### src/rtl/uart_hex_pkg.sv
// Shared types, ASCII constants and nibble conversion for the hex UART transmit path.
package uart_hex_pkg;

    typedef enum logic [1:0] {
        IDLE  = 2'd0,
        START = 2'd1,
        DATA  = 2'd2,
        STOP  = 2'd3
    } tx_state_e;

    // Index of the character currently on the line within one transfer
    typedef logic [1:0] char_idx_t;

    localparam logic [7:0] ASCII_0     = 8'h30;
    localparam logic [7:0] ASCII_A_OFS = 8'h37;
    localparam logic [7:0] ASCII_CR    = 8'h0D;
    localparam logic [7:0] ASCII_LF    = 8'h0A;

    function automatic logic [7:0] nibble2ascii(input logic [3:0] n);
        return (n <= 4'd9) ? (ASCII_0 + {4'h0, n}) : (ASCII_A_OFS + {4'h0, n});
    endfunction

endpackage

### src/rtl/uart_tx_core.sv
// Single-byte 8N1 serialiser. iStart is honoured in IDLE or in the final stop-bit
// cycle (oDone), which lets the caller chain characters with no idle gap.
module uart_tx_core
    import uart_hex_pkg::*;
#(
    parameter int unsigned CLKS_PER_BIT = 10
) (
    input  logic       iClk,
    input  logic       iRst,
    input  logic       iStart,
    input  logic [7:0] iByte,
    output logic       oDone,
    output logic       oTx
);

    localparam int unsigned BAUD_W = (CLKS_PER_BIT > 1) ? $clog2(CLKS_PER_BIT) : 1;
    localparam logic [BAUD_W-1:0] BAUD_LAST = BAUD_W'(CLKS_PER_BIT - 1);

    tx_state_e         state_q, state_d;
    logic [BAUD_W-1:0] baud_q, baud_d;
    logic [2:0]        bit_q, bit_d;
    logic [7:0]        shift_q, shift_d;
    logic              tx_q, tx_d;
    logic              bit_end;

    assign bit_end = (baud_q == BAUD_LAST);

    always_ff @(posedge iClk) begin
        if (iRst) begin
            state_q <= IDLE;
            baud_q  <= '0;
            bit_q   <= '0;
            shift_q <= '0;
            tx_q    <= 1'b1;
        end else begin
            state_q <= state_d;
            baud_q  <= baud_d;
            bit_q   <= bit_d;
            shift_q <= shift_d;
            tx_q    <= tx_d;
        end
    end

    // tx_d is the level of the next cycle, so the line itself is a flop
    always_comb begin
        state_d = state_q;
        baud_d  = bit_end ? '0 : baud_q + 1'b1;
        bit_d   = bit_q;
        shift_d = shift_q;
        tx_d    = tx_q;
        unique case (state_q)
            IDLE: begin
                baud_d = '0;
                bit_d  = '0;
                tx_d   = 1'b1;
                if (iStart) begin
                    state_d = START;
                    shift_d = iByte;
                    tx_d    = 1'b0;
                end
            end
            START: begin
                if (bit_end) begin
                    state_d = DATA;
                    bit_d   = '0;
                    tx_d    = shift_q[0];
                end
            end
            DATA: begin
                if (bit_end) begin
                    shift_d = shift_q >> 1;
                    if (bit_q == 3'd7) begin
                        state_d = STOP;
                        tx_d    = 1'b1;
                    end else begin
                        bit_d = bit_q + 1'b1;
                        tx_d  = shift_q[1];
                    end
                end
            end
            STOP: begin
                if (bit_end) begin
                    if (iStart) begin
                        state_d = START;
                        shift_d = iByte;
                        tx_d    = 1'b0;
                    end else begin
                        state_d = IDLE;
                        tx_d    = 1'b1;
                    end
                end
            end
            default: begin
                state_d = IDLE;
                tx_d    = 1'b1;
            end
        endcase
    end

    always_comb begin
        oTx   = tx_q;
        oDone = (state_q == STOP) && bit_end;
    end

endmodule

### src/rtl/hex2ascii_uart_tx.sv
// Byte-to-hex-ASCII UART transmitter: handshake and character sequencer around uart_tx_core.
// Define HEX_TX_CRLF_EN to append CR LF after the two hex digits.
module hex2ascii_uart_tx
    import uart_hex_pkg::*;
#(
    parameter int unsigned CLK_FREQ = 50000000,
    parameter int unsigned BAUD     = 9600
) (
    input  logic       iClk,
    input  logic       iRst,
    input  logic [7:0] iData,
    input  logic       iValid,
    output logic       oReady,
    output logic       oBusy,
    output logic       oTx
);

    localparam int unsigned CLKS_PER_BIT = CLK_FREQ / BAUD;

    if (CLKS_PER_BIT < 2) begin : g_rate_check
        $error("hex2ascii_uart_tx: CLK_FREQ/BAUD must be >= 2");
    end

`ifdef HEX_TX_CRLF_EN
    localparam char_idx_t LAST_IDX = char_idx_t'(3);
`else
    localparam char_idx_t LAST_IDX = char_idx_t'(1);
`endif

    function automatic logic [7:0] char_at(input logic [7:0] b, input char_idx_t idx);
        logic [7:0] c;
        case (idx)
            char_idx_t'(0): c = nibble2ascii(b[7:4]);
`ifdef HEX_TX_CRLF_EN
            char_idx_t'(2): c = ASCII_CR;
            char_idx_t'(3): c = ASCII_LF;
`endif
            default:        c = nibble2ascii(b[3:0]);
        endcase
        return c;
    endfunction

    logic [7:0] byte_q, byte_d;
    char_idx_t  idx_q, idx_d;
    logic       ready_q, ready_d;
    logic       busy_q, busy_d;
    logic       accept;
    logic       core_start, core_done;
    logic [7:0] core_byte;

    assign accept = iValid && ready_q;

    always_ff @(posedge iClk) begin
        if (iRst) begin
            byte_q  <= '0;
            idx_q   <= '0;
            ready_q <= 1'b1;
            busy_q  <= 1'b0;
        end else begin
            byte_q  <= byte_d;
            idx_q   <= idx_d;
            ready_q <= ready_d;
            busy_q  <= busy_d;
        end
    end

    // The first character is taken straight from iData so its start bit begins the cycle after acceptance
    always_comb begin
        byte_d     = byte_q;
        idx_d      = idx_q;
        ready_d    = ready_q;
        busy_d     = busy_q;
        core_start = 1'b0;
        core_byte  = '0;
        if (accept) begin
            byte_d     = iData;
            idx_d      = '0;
            ready_d    = 1'b0;
            busy_d     = 1'b1;
            core_start = 1'b1;
            core_byte  = nibble2ascii(iData[7:4]);
        end else if (core_done) begin
            if (idx_q == LAST_IDX) begin
                ready_d = 1'b1;
                busy_d  = 1'b0;
            end else begin
                idx_d      = char_idx_t'(idx_q + 1'b1);
                core_start = 1'b1;
                core_byte  = char_at(byte_q, char_idx_t'(idx_q + 1'b1));
            end
        end
    end

    uart_tx_core #(
        .CLKS_PER_BIT(CLKS_PER_BIT)
    ) u_core (
        .iClk  (iClk),
        .iRst  (iRst),
        .iStart(core_start),
        .iByte (core_byte),
        .oDone (core_done),
        .oTx   (oTx)
    );

    always_comb begin
        oReady = ready_q;
        oBusy  = busy_q;
    end

endmodule

### config.mk
export PLATFORM = sky130hd
export DESIGN_NAME = hex2ascii_uart_tx
export DESIGN_NICKNAME = d
export VERILOG_FILES = /design/src/rtl/uart_hex_pkg.sv /design/src/rtl/uart_tx_core.sv /design/src/rtl/hex2ascii_uart_tx.sv
export SDC_FILE = /design/constraint.sdc
export NUM_CORES = 1
export LEC_CHECK = 0
export CAP_MARGIN = 20
export CORE_UTILIZATION = 59
export DETAILED_ROUTE_END_ITERATION = 12
export HOLD_SLACK_MARGIN = 0.08
export PLACE_DENSITY = 0.79
export SYNTH_ARGS = -nofsm -noshare
export SYNTH_HDL_FRONTEND = slang
export SYNTH_SLANG_ARGS = --single-unit
### constraint.sdc
create_clock -name iClk -period 2.81 [get_ports iClk]
set_clock_uncertainty 0.2 [all_clocks]
set_input_delay 0.7025 -clock iClk [delete_from_list [all_inputs] [get_ports iClk]]
set_output_delay 0.7025 -clock iClk [all_outputs]
set_load 0.005 [all_outputs]
; Word-level counts from Yosys, hierarchy flattened
; Cells that the tools add are included.
; Widths: inputs -> output; s select.
[word_totals]
reg_bits = 39
out_inout_bits = 3
[classes]
eq_ne = 12
n_reduce_logical = 16
n_lt_le_gt_ge = 3
addsub = 9
mux = 37
bitwise_logic = 1
[ops]
columns = op, n
row1 = $mux 7, 7
row2 = $add 6x4->7 const A, 6
row3 = $mux 8, 3
row4 = $pmux 8 s3, 1
row5 = $mux 1, 15
row6 = $add 13x1->13 const B, 1
row7 = $eq 13x13->1 const B, 1
row8 = $le 4x4->1 const B, 3
row9 = $mux 2, 5
row10 = $mux 3, 3
row11 = $pmux 3 s3, 1
row12 = $ne 2x1->1 const B, 4
row13 = $pmux 2 s4, 1
row14 = $reduce_and 3->1, 2
row15 = $reduce_bool 3->1, 2
row16 = $reduce_and 5->1, 1
row17 = $eq 2x1->1 const B, 2
row18 = $eq 2x2->1 const B, 2
row19 = $logic_not 2->1, 2
row20 = $ne 2x2->1 const B, 2
row21 = $pmux 1 s4, 1
row22 = $reduce_and 2->1, 2
row23 = $reduce_and 4->1, 1
row24 = $reduce_bool 2->1, 2
row25 = other kinds (7), 8

; Logic depth before layout (Yosys ltp)
[depth]
ltp_word = 9
depth_mapped = 8

; Modules after synthesis
; Synthesis repeated with hierarchy kept, for this count alone.
[hier_totals]
hier_cells = 274
hier_area_um2 = 2397.3
[modules_own_cells]
columns = module, area_per_inst_um2, cells_per_inst, instances
row1 = uart_tx_core, 1486.4, 157, 1
row2 = hex2ascii_uart_tx, 910.9, 117, 1

; Least setup slack after synthesis
; Ideal clock, no wire load.
[synth_path]
path_type = input-to-reg
from = in iData[4]
to = reg u_core.shift_q[6]
required_time_ns = 2.518
t_arrival_ns = 1.856
setup_slack_ns = 0.661
path_buffers = 0
cell_stages = 7
cell_sequence = inv_1 ha_1 o21bai_1 nand2_1 a21o_1 a2111o_1 o32ai_1
[synth_via]
elab_chain_len = 6
[synth_rtl]
columns = item, line
row1 = "start, declared", hex2ascii_uart_tx.sv:11  ; input logic [7:0] iData,
row2 = $add 6x4->7 / $le 4x4->1 (equally long branches), uart_hex_pkg.sv:20  ; return (n <= 4'd9) ? (ASCII_0 + {4'h0, n}) : (ASCII_A_OFS + {4'h0, n});
row3 = $mux 7 (*), uart_hex_pkg.sv:20
row4 = $mux 7 (*), hex2ascii_uart_tx.sv:75  ; if (accept) begin
row5 = $mux 8 (*), "uart_tx_core.sv:56, uart_tx_core.sv:83"
row6 = $mux 8, uart_tx_core.sv:82  ; if (bit_end) begin
row7 = $pmux 8 s3 (*), uart_tx_core.sv:51  ; unique case (state_q)
row8 = "end signal, assigned", uart_tx_core.sv:39  ; shift_q <= shift_d;
row9 = "end, declared", uart_tx_core.sv:22  ; logic [7:0] shift_q, shift_d;
; Every way passes the cells marked *; elsewhere a longest branch is shown, timed or not. The select of a mux whose other input is x is not followed.
; A chain may end at the register's enable or synchronous reset.

; Worst setup path after layout
; Ends and elaborated chain as after synthesis.

==> flow_summary.ini <==
[placed_design]
hpwl_mm = 3.63
placed_area_sq_um = 2470
numPortBuffers = 13
gp_congestion = 0.867
placed_cells = 331

[critical_path]
critPathSlowestCell = clkdlybuf4s50_1
critPathMaxFanout = 5
critPathKind = in2reg
crit_arrival_ns = 2.56
path_cells = clkdlybuf4s50_1 > inv_1 > ha_1 > o21bai_1 > nand2_1 > a21o_1 > a2111o_1 > o32ai_1
slowest_delay_ns = 0.54
worstPathRequired_ns = 2.81
cp_num_buf_inv = 2
critical_path.startpoint_type = input pin
cp_top_family = compound AO/OA/AOI/OAI gates
critPathCaptureType = register

[detailed_routing]
drt_first_iter_violations = 125
route.detailed.drc = 0
routed_wl_mm = 4.99
drt-wirelength-per-cell_um = 14.7
via_per_inst = 5.94
drt.antenna.violating_nets = 0
firstDrtPassIters = 5
vias = 2013

[yosys]
syn_nets = 303
synth_top_area_share_pct = 33.2
synth_area_sq_um = 2290
synth-seq-area-share_pct = 33.2
yosys-top-cells-area = dfxtp_1 (33%), ha_1 (8.7%), nand2_1 (5.9%)
async_reset_ff_share_pct = 0
synth_ff_type = dfxtp_1
avgSynthCellArea_sq_um = 8.30
ys_types = 59
yosysTopAreaCell = dfxtp_1
syn_inst = 276
synth-edff-count = 0
yosys_register_bits = 38
yosysWarnings = 0

[sta]
period_needed_ns = 2.56
final-setup-viol-count = 0
hold_violations = 0
period_share_pct = 91.0
worst_pin_slew_ns = 0.628
final-max-slew-violation-count = 0
finalSetupTns_ns = 0
slew_headroom_pct = 57.0
clock.fmax_ghz = 0.391
grt_setup_unrepaired = false

[floorplan]
die-area_sq_um = 4130
io_pins = 14
num_rows = 22
die_h_um = 64.3
core_area_sq_um = 3690
initial_core_util_pct = 62.1
die_x_um = 64.3

[global_routing]
track_usage_pct = 26.5
antenna_found_initial = 0
grt_max_degree = 19
grt_pass1_vias = 1894
grt_remaining_overflow = 0
grt_pass1_wl_mm = 8.51

[clock_tree]
clk_path_buf_depth = 2
postCtsHoldBufs = 0
clkTransAtPathRegs_ns = 0.07
postCtsSetupBuffers = 0
cts_tree = yes
numCtsBuffers = 5
cts_max_level = 2
cts.repair.resized = 0
cts_root_buf = clkbuf_8
clkSinkCount = 38
clk-insertion-delay-late_ns = 0.29

[layout]
stdcell_count = 339
fill_cells = 312
utilization_pct = 69.5
final_common_cell = dfxtp_1
ff_latch_area_sq_um = 761
diodes = 0
layout.nets = 317
fin_area_sq_um = 2560
layout_common_cells = dfxtp_1 (38), nand2_1 (36), nor2_1 (28)
drive_gt1_share_pct = 8.59
multi_input_area_sq_um = 1410
area_growth_pct = 12.0

[power]
peakVddDrop_uv = 379
p_leak_nw = 0.933
power_density_nw_per_um2 = 602

[outcome]
status = complete, no violations

[run]
maxCapViolCount = 0

[min_path]
hold_class = reg2reg
-- worst paths after layout --
kind,startpoint,end,slack [ns],cells after the start
worst max-delay path,iData[4],u_core.shift_q[6],0.25,8
worst min-delay path,u_core.baud_q[0],u_core.baud_q[0],0.25,1
worst max register to register,u_core.state_q[1],u_core.shift_q[2],0.33,6
worst min register to register,u_core.baud_q[0],u_core.baud_q[0],0.25,1
-- area by class of cell --
class                      count  area share [%]
clock buffer                   7            3.37
sequential                    38            29.7
multi-input combinational    207            54.8
clock inverter                 1           0.195
timing repair buffer          19            6.83
tap                           48            2.34
inverter                      19            2.78
-- where the power goes --
part           internal [mW]  total [mW]  switching (mW)  leakage [nW]
clock network          0.198       0.387           0.189        0.0482
registers              0.593       0.638          0.0443         0.309
logic                  0.217       0.519           0.302         0.576
-- flip-flops by register name, summed over array words and instances (netlist names) --
name            count
idx_q               2
u_core.shift_q      7
u_core.bit_q        3
byte_q              8
oReady              1
u_core.state_q      2
u_core.oTx          1
oBusy               1
u_core.baud_q      13
-- metrics by stage --
step | hold WS [ns] | power, mW | setup slack [ns]
finish | 0.251 | 1.54 | 0.252
global route | 0.269 | 1.64 | 0.209
CTS | 0.255 | 1.55 | 0.296
detailed placement | 0.238 | 1.16 | -0.00288
global placement | 0.232 | 1.15 | 0.0507
floorplan | 0.218 | 1.03 | 0.661
-- logic make-up (layout without fill, tap and decap cells) --
kind of cell / after synthesis / after routing / synth area share [%]
simple gates: 109 / 109 / 24.4
compound gates: 65 / 65 / 21.6
flops: 38 / 38 / 33.2
buf+inv: 31 / 46 / 5.35
fa+ha+maj: 16 / 16 / 8.74
xor+xnor: 14 / 14 / 5.36
mux: 3 / 3 / 1.31
-- Yosys cell counts (2+ instances only) --
cell type  instances
ha_1              16
nand4_1            3
or3_1              2
xnor2_1            6
a211oi_1           5
nor4_1             3
a2111oi_0          2
o31ai_1            3
nand3_1           13
nor2b_1            2
inv_1             19
xor2_1             8
o21bai_1           3
nor2_1            28
dfxtp_1           38
and4b_1            2
a211o_1            3
clkbuf_1           8
nand2_1           36
a21oi_1           20
and2_1             2
o21ai_0            4
o21ai_1            2
mux2i_1            3
and3_1             2
a32o_1             2
nor3_1             6
o32ai_1            4
-- routing by layer --
layer | up-vias | global-route usage, % | share of wire [%]
met5 | - | 0 | 0
met4 | 0 | 12.2 | 1.4
met3 | 6 | 5.36 | 5.6
met2 | 52 | 41.6 | 45
met1 | 934 | 34.8 | 48
li1 | 1021 | - | -
No activity file was read; power rests on OpenSTA's default activity.
